[src/rtl/connect_count_feeder.sv]
// connect_count_feeder: producer side of the connected-count core input port.
// Graph jobs from the upstream distributor are buffered in a FIFO. Each core
// request pops one job, or records a bubble when the FIFO is empty. The popped
// job reaches the core DATA_IN_LATENCY cycles later. Its starting connect count
// follows on a separate line that is STARTING_CONNECT_COUNT_LAG cycles longer.
//
// Ports:
//   clk, rst                        clock, asynchronous active-low reset
//   inValid/inReady                 upstream job handshake
//   inGraph/inStartCount/inExtraData upstream job payload
//   request                         core asks for a graph this cycle
//   start/graphOut/extraDataOut     graph presented to the core (zero on bubbles)
//   startingConnectCountOut_DELAYED starting count, one-cycle pulse after the lag
//   missedSlots                     saturating count of bubble-answered requests
//   occupancy                       current FIFO fill level
module connect_count_feeder #(
    parameter int unsigned EXTRA_DATA_WIDTH           = 10,
    parameter int unsigned DATA_IN_LATENCY            = 4,
    parameter int unsigned STARTING_CONNECT_COUNT_LAG = 3,
    parameter int unsigned FIFO_DEPTH                 = 16
) (
    input  logic                            clk,
    input  logic                            rst,
    input  logic                            inValid,
    output logic                            inReady,
    input  logic [127:0]                    inGraph,
    input  logic [5:0]                      inStartCount,
    input  logic [EXTRA_DATA_WIDTH-1:0]     inExtraData,
    input  logic                            request,
    output logic                            start,
    output logic [127:0]                    graphOut,
    output logic [5:0]                      startingConnectCountOut_DELAYED,
    output logic [EXTRA_DATA_WIDTH-1:0]     extraDataOut,
    output logic [31:0]                     missedSlots,
    output logic [$clog2(FIFO_DEPTH):0]     occupancy
);

    localparam int unsigned GRAPH_W = 128;
    localparam int unsigned COUNT_W = 6;
    localparam int unsigned TAG_W   = EXTRA_DATA_WIDTH;
    localparam int unsigned ENTRY_W = GRAPH_W + TAG_W + COUNT_W;
    localparam int unsigned PTR_W   = $clog2(FIFO_DEPTH);
    localparam int unsigned OCC_W   = PTR_W + 1;
    localparam int unsigned MISS_W  = 32;
    localparam int unsigned DL_LEN  = DATA_IN_LATENCY;
    localparam int unsigned CL_LEN  = DATA_IN_LATENCY + STARTING_CONNECT_COUNT_LAG;

    // FIFO storage: entry = {count, tag, graph}
    logic [ENTRY_W-1:0] mem_q [FIFO_DEPTH];
    logic [PTR_W-1:0]   wr_ptr_q, wr_ptr_d;
    logic [PTR_W-1:0]   rd_ptr_q, rd_ptr_d;
    logic [OCC_W-1:0]   occ_q, occ_d;
    logic               ready_q, ready_d;
    logic [MISS_W-1:0]  missed_q, missed_d;

    // Job delay line (valid/graph/tag) and the longer count delay line
    logic               dv_q [DL_LEN];
    logic [GRAPH_W-1:0] dg_q [DL_LEN];
    logic [TAG_W-1:0]   dt_q [DL_LEN];
    logic [COUNT_W-1:0] cl_q [CL_LEN];

    logic               push_c;
    logic               pop_c;
    logic [ENTRY_W-1:0] head_c;
    logic [GRAPH_W-1:0] graph_in_c;
    logic [TAG_W-1:0]   tag_in_c;
    logic [COUNT_W-1:0] cnt_in_c;

    // Ready is registered from the count, so a pop never frees a slot for a
    // same-cycle push; pop looks at pre-push occupancy, so there is no bypass.
    assign push_c = inValid & ready_q;
    assign pop_c  = request & (occ_q != '0);
    assign head_c = mem_q[rd_ptr_q];

    // Bubbles inject zeros so the outputs read zero whenever start is low
    assign graph_in_c = pop_c ? head_c[GRAPH_W-1:0]                 : '0;
    assign tag_in_c   = pop_c ? head_c[GRAPH_W +: TAG_W]            : '0;
    assign cnt_in_c   = pop_c ? head_c[GRAPH_W + TAG_W +: COUNT_W]  : '0;

    // Next-state for pointers, occupancy, ready and the miss counter
    always_comb begin
        wr_ptr_d = wr_ptr_q;
        rd_ptr_d = rd_ptr_q;
        occ_d    = occ_q;
        missed_d = missed_q;

        if (push_c) begin
            wr_ptr_d = wr_ptr_q + PTR_W'(1);
        end
        if (pop_c) begin
            rd_ptr_d = rd_ptr_q + PTR_W'(1);
        end

        unique case ({push_c, pop_c})
            2'b10:   occ_d = occ_q + OCC_W'(1);
            2'b01:   occ_d = occ_q - OCC_W'(1);
            default: occ_d = occ_q;
        endcase

        if (request && (occ_q == '0) && (missed_q != '1)) begin
            missed_d = missed_q + MISS_W'(1);
        end

        ready_d = (occ_d < OCC_W'(FIFO_DEPTH));
    end

    // Control state
    always_ff @(posedge clk or negedge rst) begin
        if (!rst) begin
            wr_ptr_q <= '0;
            rd_ptr_q <= '0;
            occ_q    <= '0;
            ready_q  <= 1'b0;
            missed_q <= '0;
        end else begin
            wr_ptr_q <= wr_ptr_d;
            rd_ptr_q <= rd_ptr_d;
            occ_q    <= occ_d;
            ready_q  <= ready_d;
            missed_q <= missed_d;
        end
    end

    // Payload storage needs no reset: occupancy gates every read
    always_ff @(posedge clk) begin
        if (push_c) begin
            mem_q[wr_ptr_q] <= {inStartCount, inExtraData, inGraph};
        end
    end

    // Job delay line: plain shift register, no stall
    always_ff @(posedge clk or negedge rst) begin
        if (!rst) begin
            for (int i = 0; i < int'(DL_LEN); i++) begin
                dv_q[i] <= 1'b0;
                dg_q[i] <= '0;
                dt_q[i] <= '0;
            end
        end else begin
            dv_q[0] <= pop_c;
            dg_q[0] <= graph_in_c;
            dt_q[0] <= tag_in_c;
            for (int i = 1; i < int'(DL_LEN); i++) begin
                dv_q[i] <= dv_q[i-1];
                dg_q[i] <= dg_q[i-1];
                dt_q[i] <= dt_q[i-1];
            end
        end
    end

    // Count delay line: lag extra stages beyond the job line
    always_ff @(posedge clk or negedge rst) begin
        if (!rst) begin
            for (int i = 0; i < int'(CL_LEN); i++) begin
                cl_q[i] <= '0;
            end
        end else begin
            cl_q[0] <= cnt_in_c;
            for (int i = 1; i < int'(CL_LEN); i++) begin
                cl_q[i] <= cl_q[i-1];
            end
        end
    end

    assign inReady                         = ready_q;
    assign start                           = dv_q[DL_LEN-1];
    assign graphOut                        = dg_q[DL_LEN-1];
    assign extraDataOut                    = dt_q[DL_LEN-1];
    assign startingConnectCountOut_DELAYED = cl_q[CL_LEN-1];
    assign missedSlots                     = missed_q;
    assign occupancy                       = occ_q;

endmodule

[config.mk]
export PLATFORM = sky130hd
export DESIGN_NAME = connect_count_feeder
export DESIGN_NICKNAME = d
export VERILOG_FILES = /design/src/rtl/connect_count_feeder.sv
export SDC_FILE = /design/constraint.sdc
export NUM_CORES = 2
export LEC_CHECK = 0
export CAP_MARGIN = 20
export CORE_MARGIN = 4
export CORE_UTILIZATION = 38
export DETAILED_ROUTE_END_ITERATION = 6
export PLACE_DENSITY = 0.62
export SETUP_SLACK_MARGIN = 0.5
export SKIP_CTS_REPAIR_TIMING = 1
export SLEW_MARGIN = 20
export SYNTH_ARGS = -nofsm -noshare
export SYNTH_HDL_FRONTEND = slang
export SYNTH_SLANG_ARGS = --single-unit
[constraint.sdc]
create_clock -name clk -period 16.3 [get_ports clk]
set_clock_uncertainty 0.1 [all_clocks]
set_input_delay 4.075 -clock clk [delete_from_list [all_inputs] [get_ports clk]]
set_output_delay 4.075 -clock clk [all_outputs]
set_load 0.03 [all_outputs]
-- Yosys cells after proc, flatten, opt, wreduce, memory -nomap -nowiden
Memories as Yosys holds them, arrays and structs flattened.
Cells that the tools add are included.
Widths: inputs -> output; s select.
- bits in registers: 644
- bits in writable memories: 2304
- input port bits: 148
- output and inout port bits: 183
- memories kept: 1
- memory list (memory ; depth ; bits a word ; read ports ; clocked after memory_dff ; write ports ; line ; RTL):
    mem_q ; 16 ; 144 ; 1 ; 0 ; 1 ; 49 ; logic [ENTRY_W-1:0] mem_q [FIFO_DEPTH];
- add/subtract/negate cells: 5
- $lt $le $gt $ge: 1
- equal/unequal tests: 3
- multiplexer cells: 6
- bitwise operators: 2
- reductions and logical operators: 4
- operators with widths (operator ; number):
    $mux 128 ; 1
    $add 32x1->32 const B ; 1
    $ne 32x32->1 const B ; 1
    $mux 10 ; 1
    $pmux 5 s2 ; 1
    $add 4x1->4 const B ; 2
    $mux 6 ; 1
    $add 5x1->5 const B ; 1
    $logic_not 5->1 ; 1
    $lt 5x5->1 const B ; 1
    $reduce_bool 5->1 ; 1
    $sub 5x1->5 const B ; 1
    $and 1x1->1 ; 2
    $eq 2x1->1 const B ; 1
    $eq 2x2->1 const B ; 1
    $logic_and 1x1->1 ; 2
    $mux 1 ; 2

-- Logic depth before layout (Yosys ltp)
- word-level depth: 5
- mapped depth: 13
- mapped depth without buffers: 10

-- Least setup slack after synthesis
OpenSTA, ideal clock, no wires.
- kind: input to register
- start: input port inValid
- end: memory mem_q[3][0] (netlist name), enable pin
- data arrival time: 14.339 ns
- data required time: 15.377 ns
- path slack: 1.038 ns
- stages: 4
- path buffers: 1
- cells stage by stage: and2_1 -> clkbuf_1 -> nand2_1 -> nor3_1
- cells in the longest elaborated chain, start to end: 3
- RTL lines (item ; line ; RTL):
    from (decl) ; 24 ; input logic inValid,
    $and 1x1->1 ; 71 ; assign push_c = inValid & ready_q;
    $mux 1 ; 126 ; if (push_c) begin
    $mux 1 (not written as such) ; 127 ; mem_q[wr_ptr_q] <= {inStartCount, inExtraData, inGraph};
    to (decl) ; 49 ;
Every way passes these cells.

-- Worst setup path in the final report
- start: input port inValid
- end: memory mem_q[3][103] (netlist name), enable pin
The elaborated chain is that of the path after synthesis.

==> key figures <==
Critical path
  • Startpoint types: input pin
  • Critical path origin: inValid
  • Reg2reg end: dg_q[437]$_DFF_PN0_
  • Crit path buffers/inverters: 3
  • Crit-path most repeated cell: buf_4
  • Crit Path Max Fanout: 50
  • RR Startpoint: rd_ptr_q[2]$_DFFE_PN0N_
  • WP depth: 6
  • Crit path max-delay family: buffers and inverters
  • R2R Setup Slk: 11.03 ns
  • Critical path's slowest cell: buf_4
  • WP data required: 16.64 ns
  • WS Path Type: in2reg
  • Worst Setup End Kind: flip-flop
  • Critical Path AT: 7.60 ns
  • Worst setup path endpoint: mem_q[3][103]$_DFFE_PP_
  • Crit path cell chain: clkdlybuf4s50_1, and2_1, nand2_1, nor3_2, buf_4, buf_4
  • Critical Path Max Stage Delay: 0.81 ns
  • Cell count of the worst reg-to-reg path: 6

Outcome
  • Status: finished, final reports clean

Timing
  • RSZ-0062 raised after global routing: no
  • Max frequency: 137.8 MHz
  • Hold Violations, Final: 0
  • Setup slack after layout: 9.045 ns
  • Pins Over Slew Limit: 0
  • Fin crit share: 44.51%
  • Slew HR: 24.37%
  • Final setup vio count: 0
  • Setup TNS: 0 ns
  • Slew @ Worst Pin: 1.134 ns
  • Minimum clock period: 7.255 ns

Die
  • Initial core utilization: 38.18%
  • Floorplan row count: 193
  • # IOs: 331
  • Placeable core region: 276500 um2
  • Die Span X: 535.1 um
  • Die Y: 535.1 um
  • Die footprint: 286300 um2

CTS
  • Clock latency on the worst-skew pair: 0.87 ns
  • CTS root buffer: clkbuf_16
  • Clk slew on worst S/H paths: 0.06 ns
  • Htree depth: 5
  • Bufs on Longest Clock Path: 4
  • TritonCTS Buffers: 311
  • CTS tree: built
  • Clk sinks: 2948

Detailed routing
  • Vias: 44217
  • Drt initial violations: 3888
  • Post-DR vias/cell: 5.093
  • Wire per inst: 25.73 um
  • Residual DRC: 0
  • Routed WL: 223400 um
  • TritonRoute pass-1 iters: 5
  • Detail Route Antenna Nets: 0

Finish
  • Fraction of layout cells with a size suffix above 1: 25.56%
  • Post-layout util: 44.23%
  • Multi-input gate area: 18460 um2
  • Fillers: 22919
  • Register Area: 85320 um2
  • Area growth syn-to-layout: 15.85%
  • Final Non-Filler Cells: 8682
  • Layout net count: 4876

Flow run
  • Max-Cap Viols: 0

Logic synthesis
  • Ys Warns: 0
  • Yosys cell types: 40
  • Post-synthesis instance area: 105600 um2
  • Area contributors post-synth: edfxtp_1 (66%), mux4_2 (15%), dfrtp_1 (15%), buf_4 (1.1%), and2_1 (0.88%)
  • Syn_area_per_cell: 24.40 um2
  • Largest area contributor in the synthesized netlist: edfxtp_1
  • Dominant synthesized flop cell: edfxtp_1
  • FFs w/ async S/R, synth: 21.85%
  • Post-synth EDFFs: 2304
  • Synthesized instance count: 4327
  • Post-synthesis register bit count: 2948
  • Share of the synthesized area in the top cell type: 65.54%
  • Register area share after synthesis: 80.80%
  • Post-synthesis net count: 4485

Power and ir drop
  • Total chip power: 21210 uW
  • Cell area power density: 173.4 nW/um2
  • P_leak: 0.04097 uW
  • Maximum vdd ir drop: 0.0001392 V

Placed design
  • Detailed Place HPWL: 125700 um
  • Placed cell count: 8109
  • RD Place Congestion: 0.7394
  • DP Worst Slack: 8.100 ns
  • Number of port buffers: 330

GRT
  • GR Layer Usage met3: 3.246%
  • Vias in the first global route: 46954
  • Met2 Resource Use GR: 25.27%
  • Total gr overflow: 0
  • Antenna violations before repair: 52
  • Met1 Use GR: 21.78%
  • First-pass GRT wire length: 332100 um
  • Largest net degree at the start of global routing: 157
  • GR peak layer: met2
  • Total track usage: 15.61%

Hold path
  • Hold WC Path Type: reg2reg
[through the flow]
step	hold slack (ns)	area, um2
6_report	0.2122	122300
4_1_cts	0.2178	122200
2_1_floorplan	0.2312	105600
3_3_place_gp	0.2339	112400
5_1_grt	0.2249	122300
3_5_place_dp	0.2347	112400
[cells by family (layout without fill, tap and decap cells)]
| family | count (synthesis) | in the layout | share of synthesized area [%] |
|---|---|---|---|
| flip-flops | 2948 | 2948 | 80.80 |
| adder cells (fa/ha/maj) | 10 | 10 | 0.1185 |
| AND/OR/NAND/NOR | 253 | 253 | 1.385 |
| AO/OA/AOI/OAI | 19 | 19 | 0.1185 |
| multiplexers | 725 | 725 | 15.41 |
| XOR/XNOR | 40 | 40 | 0.3318 |
| other | 0 | 17 | 0 |
| buffers and inverters | 332 | 965 | 1.832 |
[cell type report]
class / count / share of cell area (%)
clock buffer: 393 / 6.799
sequential: 2948 / 69.76
multi-input combinational: 1047 / 15.09
antenna: 17 / 0.03478
timing repair buffer: 406 / 3.287
tap: 3705 / 3.790
inverter: 4 / 0.01228
clock inverter: 162 / 1.225
[Yosys cell counts (all sizes together), types with 3 or more instances]
cell type and number:
and3 8, nand3 12, and4 4, nand4b 3, nand2 24, edfxtp 2304
clkbuf 85, nand2b 3, buf 243, xnor2 29, mux4 720, a31oi 3
dfrtp 644, inv 4, ha 10, nand4 15, xor2 11, o21ai 3
nor2 22, a21oi 4, nor3 8, nor2b 3, mux2 5, and2 148
[where the power goes]
group          internal, uW  total, uW  switching [uW]
clock                  3920       6800            2880
combinational          2360       4960            2600
sequential             9080       9450             370
[routing by layer]
| metal | up-vias | wire length (um) |
|---|---|---|
| met5 | - | 73 |
| met3 | 375 | 14420 |
| met4 | 12 | 5070 |
| li1 | 18446 | - |
| met2 | 1322 | 110500 |
| met1 | 24062 | 93400 |
[placed cells by master (no fill, tap or decap), types with 5 or more instances in the layout]
cell type	count
mux4_2	720
clkbuf_1	64
clkinv_1	45
clkdlybuf4s50_1	329
clkinv_2	58
clkbuf_8	14
inv_16	5
nand3_1	12
bufinv_16	18
edfxtp_1	2304
xor2_1	11
inv_6	9
nand4_1	15
nand2_1	24
buf_12	11
xnor2_1	29
clkbuf_16	315
and2_1	148
dfrtp_1	640
clkinvlp_4	13
and3_1	8
clkinv_8	5
ha_1	10
nor2_1	10
nor2_4	12
buf_4	64
diode_2	17
[sequential cells by signal, summed over array words and instances, names as in the netlist, named ones only]
signal	cells
mem_q	2304
dg_q	384
graphOut	128
cl_q	36
missedSlots	32
dt_q	30
extraDataOut	10
startingConnectCountOut_DELAYED	6
occupancy	4
rd_ptr_q	4
wr_ptr_q	4
dv_q	3
inReady	1
start	1
[how the worst min path moves through the flow]
stage	startpoint	endpoint	slack, ns	depth (start not counted)
final	dg_q[494]$_DFF_PN0_	dg_q[366]$_DFF_PN0_	0.21	0
after global routing	dg_q[494]$_DFF_PN0_	dg_q[366]$_DFF_PN0_	0.22	0
after CTS	dg_q[494]$_DFF_PN0_	dg_q[366]$_DFF_PN0_	0.22	0
after detailed placement	dg_q[288]$_DFF_PN0_	dg_q[160]$_DFF_PN0_	0.23	0
after global placement	dg_q[483]$_DFF_PN0_	dg_q[355]$_DFF_PN0_	0.23	0
after floorplan	cl_q[16]$_DFF_PN0_	cl_q[10]$_DFF_PN0_	0.23	0
(Power assumes the default switching activity.)
